==> config.mk <==
export PLATFORM = sky130hd
export DESIGN_NAME = rvfi_regset_check
export DESIGN_NICKNAME = d
export VERILOG_FILES = /design/src/rtl/rvfi_regset_check.sv
export SDC_FILE = /design/constraint.sdc
export NUM_CORES = 1
export LEC_CHECK = 0
export ABC_AREA = 1
export CAP_MARGIN = 25
export CORE_AREA = 3 3 151 153
export CTS_CLUSTER_SIZE = 20
export DETAILED_ROUTE_END_ITERATION = 6
export DIE_AREA = 0 0 154 156
export PLACE_DENSITY = 0.77
export SYNTH_ARGS = -nofsm -noshare
export SYNTH_HDL_FRONTEND = slang
export SYNTH_SLANG_ARGS = --single-unit
==> constraint.sdc <==
create_clock -name clock -period 12.2 [get_ports clock]
set_input_delay 1.22 -clock clock [delete_from_list [all_inputs] [get_ports clock]]
set_output_delay 1.22 -clock clock [all_outputs]
set_load 0.02 [all_outputs]
==> src/rtl/rvfi_regset_check.sv <==
// rvfi_regset_check
// Shadows NTRACK architectural registers from retired rd writes and checks
// every tracked rs1/rs2 read against the shadow. It also checks that x0
// reads return zero and that writes to x0 carry zero data. Errors are
// reported on registered outputs: a one-cycle pulse with the first error's
// details, a sticky flag and a saturating error counter.
//
// Handshake: rvfi_valid[k] qualifies every channel-k field in the same
// cycle. There is no ready/backpressure, so a valid channel is always
// consumed on the clock edge where it is presented.
module rvfi_regset_check #(
    parameter int XLEN      = 32,
    parameter int NRET      = 1,
    parameter int NTRACK    = 4,
    parameter int ZERO_INIT = 0,
    parameter int CHECK_X0  = 1
) (
    input  logic                 clock,
    input  logic                 resetn,
    input  logic                 check,
    input  logic [NTRACK*5-1:0]  track_idx,
    input  logic [NRET-1:0]      rvfi_valid,
    input  logic [NRET*5-1:0]    rvfi_rs1_addr,
    input  logic [NRET*5-1:0]    rvfi_rs2_addr,
    input  logic [NRET*5-1:0]    rvfi_rd_addr,
    input  logic [NRET*XLEN-1:0] rvfi_rs1_rdata,
    input  logic [NRET*XLEN-1:0] rvfi_rs2_rdata,
    input  logic [NRET*XLEN-1:0] rvfi_rd_wdata,
    output logic                 err,
    output logic [1:0]           err_code,
    output logic [7:0]           err_chan,
    output logic [4:0]           err_reg,
    output logic                 err_any,
    output logic [15:0]          err_count
);

    localparam logic [1:0] CODE_X0_READ  = 2'd2;
    localparam logic [1:0] CODE_X0_WRITE = 2'd3;

    // Shadow state per tracked slot.
    logic [XLEN-1:0]   shadow_q  [NTRACK];
    logic [NTRACK-1:0] written_q;

    // Next-state shadow, built up channel by channel within one cycle.
    logic [XLEN-1:0]   shadow_n  [NTRACK];
    logic [NTRACK-1:0] written_n;

    // Errors found in the current cycle and the highest-priority one.
    logic [31:0]       hit_cnt;
    logic              hit;
    logic [1:0]        hit_code;
    logic [7:0]        hit_chan;
    logic [4:0]        hit_reg;

    // Per-channel views of the two read ports and the write port.
    logic [1:0][4:0]      rs_addr;
    logic [1:0][XLEN-1:0] rs_data;
    logic [4:0]           rd_addr;
    logic [XLEN-1:0]      rd_data;
    logic [4:0]           slot_idx;

    // Saturating counter update.
    logic [31:0]       count_sum;

    // Walk channels in ascending order: reads of a channel see writes of
    // lower channels, then the channel's own write lands in the shadow.
    always_comb begin
        shadow_n  = shadow_q;
        written_n = written_q;
        hit_cnt   = 32'd0;
        hit       = 1'b0;
        hit_code  = 2'd0;
        hit_chan  = 8'd0;
        hit_reg   = 5'd0;
        rs_addr   = '0;
        rs_data   = '0;
        rd_addr   = 5'd0;
        rd_data   = '0;
        slot_idx  = 5'd0;

        for (int k = 0; k < NRET; k++) begin
            if (rvfi_valid[k]) begin
                rs_addr[0] = rvfi_rs1_addr[k*5 +: 5];
                rs_addr[1] = rvfi_rs2_addr[k*5 +: 5];
                rs_data[0] = rvfi_rs1_rdata[k*XLEN +: XLEN];
                rs_data[1] = rvfi_rs2_rdata[k*XLEN +: XLEN];
                rd_addr    = rvfi_rd_addr[k*5 +: 5];
                rd_data    = rvfi_rd_wdata[k*XLEN +: XLEN];

                // Read ports: rs1 first, then rs2, so priority falls out
                // of the loop order. Reads use the shadow before this
                // channel's own write.
                for (int r = 0; r < 2; r++) begin
                    if ((CHECK_X0 != 0) && check &&
                        (rs_addr[r] == 5'd0) && (rs_data[r] != '0)) begin
                        hit_cnt = hit_cnt + 32'd1;
                        if (!hit) begin
                            hit      = 1'b1;
                            hit_code = CODE_X0_READ;
                            hit_chan = 8'(k);
                            hit_reg  = 5'd0;
                        end
                    end
                    for (int s = 0; s < NTRACK; s++) begin
                        slot_idx = track_idx[s*5 +: 5];
                        if (check && (slot_idx != 5'd0) && written_n[s] &&
                            (rs_addr[r] == slot_idx) &&
                            (rs_data[r] != shadow_n[s])) begin
                            hit_cnt = hit_cnt + 32'd1;
                            if (!hit) begin
                                hit      = 1'b1;
                                hit_code = 2'(r);
                                hit_chan = 8'(k);
                                hit_reg  = slot_idx;
                            end
                        end
                    end
                end

                // Write port: x0 write check ranks after both reads.
                if ((CHECK_X0 != 0) && check &&
                    (rd_addr == 5'd0) && (rd_data != '0)) begin
                    hit_cnt = hit_cnt + 32'd1;
                    if (!hit) begin
                        hit      = 1'b1;
                        hit_code = CODE_X0_WRITE;
                        hit_chan = 8'(k);
                        hit_reg  = 5'd0;
                    end
                end

                // Shadow update happens regardless of check; a later
                // channel overwrites an earlier one in the same cycle.
                for (int s = 0; s < NTRACK; s++) begin
                    slot_idx = track_idx[s*5 +: 5];
                    if ((slot_idx != 5'd0) && (rd_addr == slot_idx)) begin
                        shadow_n[s]  = rd_data;
                        written_n[s] = 1'b1;
                    end
                end
            end
        end
    end

    // Saturating sum of the running count and this cycle's errors.
    always_comb begin
        count_sum = {16'd0, err_count} + hit_cnt;
        if (count_sum > 32'h0000_FFFF) begin
            count_sum = 32'h0000_FFFF;
        end
    end

    // Shadow registers; reset forgets every tracked value.
    always_ff @(posedge clock) begin
        if (!resetn) begin
            for (int s = 0; s < NTRACK; s++) begin
                shadow_q[s] <= '0;
            end
            written_q <= (ZERO_INIT != 0) ? {NTRACK{1'b1}} : {NTRACK{1'b0}};
        end else begin
            for (int s = 0; s < NTRACK; s++) begin
                shadow_q[s] <= shadow_n[s];
            end
            written_q <= written_n;
        end
    end

    // Registered error reporting: pulse, first-error fields, sticky, count.
    always_ff @(posedge clock) begin
        if (!resetn) begin
            err       <= 1'b0;
            err_code  <= 2'd0;
            err_chan  <= 8'd0;
            err_reg   <= 5'd0;
            err_any   <= 1'b0;
            err_count <= 16'd0;
        end else begin
            err <= hit;
            if (hit) begin
                err_code <= hit_code;
                err_chan <= hit_chan;
                err_reg  <= hit_reg;
                err_any  <= 1'b1;
            end
            err_count <= count_sum[15:0];
        end
    end

endmodule

# After elaboration in Yosys (flattened, before gate mapping)
# Index checks and enable logic that the tools add are counted.
[word_totals] ff_bits=165 inputBits=135 word_cells=199 output_inout_bits=33
[classes] order_cmp=1 reduce_logical=48 n_eq_ne=20 muxes=105 addsub=11
[op_table] operator="$mux 32" count=21
[op_table] operator="$add 32x1->32 const B" count=10
[op_table] operator="$ne 32x32->1" count=8
[op_table] operator="$mux 5" count=23
[op_table] operator="$mux 8" count=13
[op_table] operator="$reduce_bool 32->1" count=3
[op_table] operator="$eq 5x5->1" count=12
[op_table] operator="$mux 2" count=24
[op_table] operator="$logic_and 1x1->1" count=34
[op_table] operator="$add 16x32->32" count=1
[op_table] operator="$gt 32x16->1 const B" count=1
[op_table] operator="$mux 1" count=23
[op_table] operator="$reduce_bool 5->1" count=4
[op_table] operator="$mux 16" count=1
[op_table] operator="$logic_not 5->1" count=3
[op_table] operator="$reduce_and 2->1" count=4

# Depth between registers and ports, before layout
# Gate-level depths: netlist of the first run.
[depth] depth_word=38 ltp_mapped=66 depth_no_buf=64

# Worst setup path after synthesis of the first run
# OpenSTA, ideal clock, no wires.
[synth_timing] path_kind="input to register" startpoint="input rvfi_rs1_addr[3]" endpoint="register err_count[15]" setup_ns=0.070 arrival_ns=9.487 path_buffers=1 setup_slack_ns=2.643 path_stages=57 required_ns=12.130 path_cell_list="buf_2 xor2_1 nor3_1 nor3b_1 nor3b_1 inv_1 ha_1 inv_1 nand2_4 nand2_2 nor2_1 nand2_1 nand2_1 inv_1 ha_1 or2_2 nand2_1 inv_1 [... 21 more ...] inv_1 ha_1 a21oi_1 o21bai_1 a21oi_1 o21bai_1 a21oi_1 o21ai_0 a21oi_1 o21bai_1 nand2_1 nand2_1 a21oi_1 nor3_1 nand3_1 nor2_1 nor2_1 a21oi_1"
[synth_between] elab_chain_len=38 word_cells_on_any_way=50 classes_between="add/sub (11); order compare (1); eq/ne (4); mux (23); reduce/logical (11)"
[synth_lines] element="start, declared" line="23" source="input logic [NRET*5-1:0] rvfi_rs1_addr,"
[synth_lines] element="$logic_not 5->1" line="95" source="(rs_addr[r] == 5'd0) && (rs_data[r] != '0)) begin"
[synth_lines] element="$logic_and 1x1->1" line="94" source="if ((CHECK_X0 != 0) && check &&"
[synth_lines] element="$logic_and 1x1->1" line="95"
[synth_lines] element="$mux 1" line="94"
[synth_lines] element="$mux 32" line="82" source="if (rvfi_valid[k]) begin"
[synth_lines] element="$add 32x1->32" line="109" source="hit_cnt = hit_cnt + 32'd1;"
[synth_lines] element="$mux 32" line="106" source="if (check && (slot_idx != 5'd0) && written_n[s] &&"
[synth_lines] element="$mux 32" line="82"
[synth_lines] element="[... 22 more ...]"
[synth_lines] element="$mux 32 (*)" line="106"
[synth_lines] element="$mux 32 (*)" line="82"
[synth_lines] element="$add 32x1->32" line="123" source="hit_cnt = hit_cnt + 32'd1;"
[synth_lines] element="$mux 32 (*)" line="121" source="if ((CHECK_X0 != 0) && check &&"
[synth_lines] element="$mux 32 (*)" line="82"
[synth_lines] element="$add 16x32->32 (*)" line="147" source="count_sum = {16'd0, err_count} + hit_cnt;"
[synth_lines] element="$gt 32x16->1" line="148" source="if (count_sum > 32'h0000_FFFF) begin"
[synth_lines] element="$mux 16 (*)" line="148"
[synth_lines] element="end signal, assigned" line="185" source="err_count <= count_sum[15:0];"
[synth_lines] element="end, declared" line="34" source="output logic [15:0] err_count"
# Mark *: on every way between the ends. The rest lies on a longest branch, timed or not. The select of a mux whose other input is x is not followed.
# A chain may end at the register's enable or synchronous reset.

# Final worst setup path of the first run
[layout_timing] startpoint="input rvfi_rs1_rdata[1]" endpoint="register err_count[11]"
[layout_between] elab_chain_len=37 word_cells_on_any_way=45 classes_between="add/sub (11); order compare (1); eq/ne (4); mux (23); reduce/logical (6)"
[layout_lines] element="start, declared" line="26" source="input logic [NRET*XLEN-1:0] rvfi_rs1_rdata,"
[layout_lines] element="$reduce_bool 32->1" line="95"
[layout_lines] element="$logic_and 1x1->1" line="95"
[layout_lines] element="$mux 1" line="94"
[layout_lines] element="$mux 32" line="82"
[layout_lines] element="$add 32x1->32" line="109"
[layout_lines] element="$mux 32" line="106"
[layout_lines] element="$mux 32" line="82"
[layout_lines] element="$add 32x1->32" line="109"
[layout_lines] element="[... 21 more ...]"
[layout_lines] element="$mux 32 (*)" line="106"
[layout_lines] element="$mux 32 (*)" line="82"
[layout_lines] element="$add 32x1->32" line="123"
[layout_lines] element="$mux 32 (*)" line="121"
[layout_lines] element="$mux 32 (*)" line="82"
[layout_lines] element="$add 16x32->32 (*)" line="147"
[layout_lines] element="$gt 32x16->1" line="148"
[layout_lines] element="$mux 16 (*)" line="148"
# Marked as above.

==> results.toml, run 1 <==
[status]
status = "complete, no violations"

[place]
placed_area_mm2 = 0.0136
gp_congestion = 0.992
port_buffers = 159
dp_hpwl_um = 31800

[yosys]
synth_ff_type = "dfxtp_1"
synthArstFlopShare = 0
ys_seq_area_frac = 0.260
avgSynthCellArea_um2 = 6.61
synth_seq_cells = 157
yosysWarnings = 0
synth_edf_count = 0
netlist_area_mm2 = 0.0121
synthCells = 1827
ys_types = 58

[setup_path]
critPathMaxStageDelay_ns = 0.57
critPathMostFrequentCell = "nand2_1"
slowest_stage = "clkdlybuf4s50_1"
worstSetupStartpointType = "primary input"
crit_type = "in2reg"
critPathCaptureType = "flop"
critPathTopFamily = "simple AND/OR/NAND/NOR gates"
crit_arrival_ns = 11.23
critical_path_buf_inv_count = 10
critPathMaxFanout = 12
crit_required_ns = 12.53

[cts]
clkLatencyLatePin_ns = 0.43
post_cts_buffers = 0
cts_buffers = 17
cts_sinks = 157
clock_tree.root_cell = "clkbuf_16"
cts_hold_buf = 0
cts_buffer_depth = 2
cts_max_level = 4
cts_resized = 0
cts_tree = "done"
path_clk_slew_ns = 0.07

[power_and_ir_drop]
total_power_mw = 1.41
switchingPower_mw = 0.438
power.internal_mw = 0.973
p_comb_frac = 0.208
max-vdd-ir-drop_uv = 94.9
power_density_mw_per_mm2 = 99.0
pwr-share-seq = 0.387
p_clk_frac = 0.405
p_leak_nw = 5.79
swShare = 0.310

[timing]
relSlewSlack = 0.283
finalHoldViolCount = 0
tns_ns = 0
maxSlewViolCount = 0
period_share = 0.894
timing.fmax_mhz = 91.7
worstMarginPinSlew_ns = 1.07
rsz0062_at_grt = "false"
setup_violations = 0
skew_ns = 0.0119
period_needed_ns = 10.90

[global_routing]
track_usage = 0.341
antenna_found_initial = 0
grt_pass1_wl_um = 64300
grt_start_max_net_pins = 81
grt_pass1_vias = 11500
grt_overflow = 0

[drt]
routed_wl_um = 42200
routed-via-count = 12500
drtAntennaViolNets = 0
drcViolationCount = 0
drt-initial-drc-count = 1435
firstDrtPassIters = 5
viasPerCell = 5.68
post_drt_wl_per_cell_um = 19.2

[floorplan]
core_mm2 = 0.0217
start_util = 0.557
rows = 54
die-area_mm2 = 0.0240
io_pins = 168
die_h_um = 156
die_x_um = 154

[layout]
fin_area_mm2 = 0.0142
drive_above_1_share = 0.0807
syn_to_final_growth_pct = 17.9
final_util = 0.657
antenna_cells = 0
largest_reg_flops = 128
fin_nets = 2065

[job]
drv_cap = 0

[min_path]
hold_class = "reg2reg"
## tightest hold or removal path: stages, from the launching register on
cell and delay [ns]:
dfxtp_1 0.32, nand2_1 0.05, nand2_1 0.05
## through the flow
stage	cells	hold WS, ns	worst slack [ns]
2_1_floorplan	1839	0.441	2.64
3_3_place_gp	2166	0.434	1.30
3_5_place_dp	2168	0.446	1.01
4_1_cts	2200	0.460	1.44
5_1_grt	2200	0.477	0.403
6_report	2200	0.461	1.30
## cells in the mapped netlist, types with 19 or more instances
| cell type | number | share of area |
|---|---|---|
| nand4_1 | 41 | 0.021 |
| nor4_1 | 42 | 0.022 |
| nand2_1 | 277 | 0.086 |
| o21ai_0 | 160 | 0.066 |
| xor2_1 | 66 | 0.048 |
| ha_1 | 22 | 0.023 |
| inv_1 | 173 | 0.054 |
| nand3_1 | 38 | 0.016 |
| nor2_1 | 289 | 0.090 |
| nand2_2 | 30 | 0.016 |
| a21oi_1 | 75 | 0.031 |
| inv_2 | 21 | 0.0065 |
| clkbuf_1 | 66 | 0.021 |
| dfxtp_1 | 157 | 0.26 |
| buf_2 | 33 | 0.014 |
| xnor2_1 | 166 | 0.12 |
| or2_2 | 23 | 0.012 |
| nor3_1 | 19 | 0.0079 |
## power by group through the flow
stage / Combinational (mW) / Sequential (mW) / Clock [mW]
finish: 0.294 / 0.547 / 0.571
global route: 0.318 / 0.548 / 0.590
CTS: 0.288 / 0.546 / 0.571
detailed placement: 0.285 / 0.558 / 0
global placement: 0.282 / 0.557 / 0
floorplan: 0.169 / 0.562 / 0
## area by class of cell
| cell class | instances | area (um2) |
|---|---|---|
| multi-input cells | 1367 | 7720 |
| fillers | 2016 | 7440 |
| flip-flops and latches | 157 | 3140 |
| repair buffers | 167 | 1680 |
| inverters | 197 | 739 |
| clock buffers | 18 | 439 |
| well taps | 280 | 350 |
| clock inverters | 14 | 173 |
## final timing paths
kind | from | slack [ns] | cells past startpoint | end
setup / recovery | rvfi_rs1_rdata[1] | 1.30 | 59 | err_count[11]$_SDFF_PN0_
hold reg to reg | err_any$_SDFFE_PN0P_ | 0.46 | 2 | err_any$_SDFFE_PN0P_
hold / removal | err_any$_SDFFE_PN0P_ | 0.46 | 2 | err_any$_SDFFE_PN0P_
setup reg to reg | shadow_q[97]$_SDFFE_PN0P_ | 2.36 | 58 | err_count[11]$_SDFF_PN0_
## cell usage in the layout (no fill, tap or decap), types with 22 or more instances in the layout
cell type / Yosys / routed
inv_1: 173 / 173
nand2_2: 30 / 30
nand3_1: 38 / 38
or2_2: 23 / 23
nand2_1: 277 / 277
xor2_1: 66 / 66
dfxtp_1: 157 / 157
nor2_1: 289 / 289
ha_1: 22 / 22
a21oi_1: 75 / 75
xnor2_1: 166 / 166
nand4_1: 41 / 41
clkdlybuf4s50_1: 0 / 158
nor4_1: 42 / 42
o21ai_0: 160 / 160
## logic make-up after synthesis
group | count (synthesis) | share of synthesized area
fa+ha+maj | 23 | 0.0244
simple gates | 807 | 0.307
compound gates | 292 | 0.136
other cells | 1 | 0.000310
buf+inv | 315 | 0.104
xor+xnor | 232 | 0.168
flops | 157 | 0.260
## layer usage
| layer | share of wire | GRT usage |
|---|---|---|
| met5 | 0 | 0 |
| met4 | 0.031 | 0.102 |
| met3 | 0.11 | 0.0863 |
| met2 | 0.43 | 0.527 |
| met1 | 0.43 | 0.471 |
(Power assumes the default switching activity.)
==> run 2: changes to the inputs <==
- CTS_CLUSTER_SIZE: 20 -> 28
==> results of run 2 <==
Final layout, timing and power as in run 1 (identical DEF).
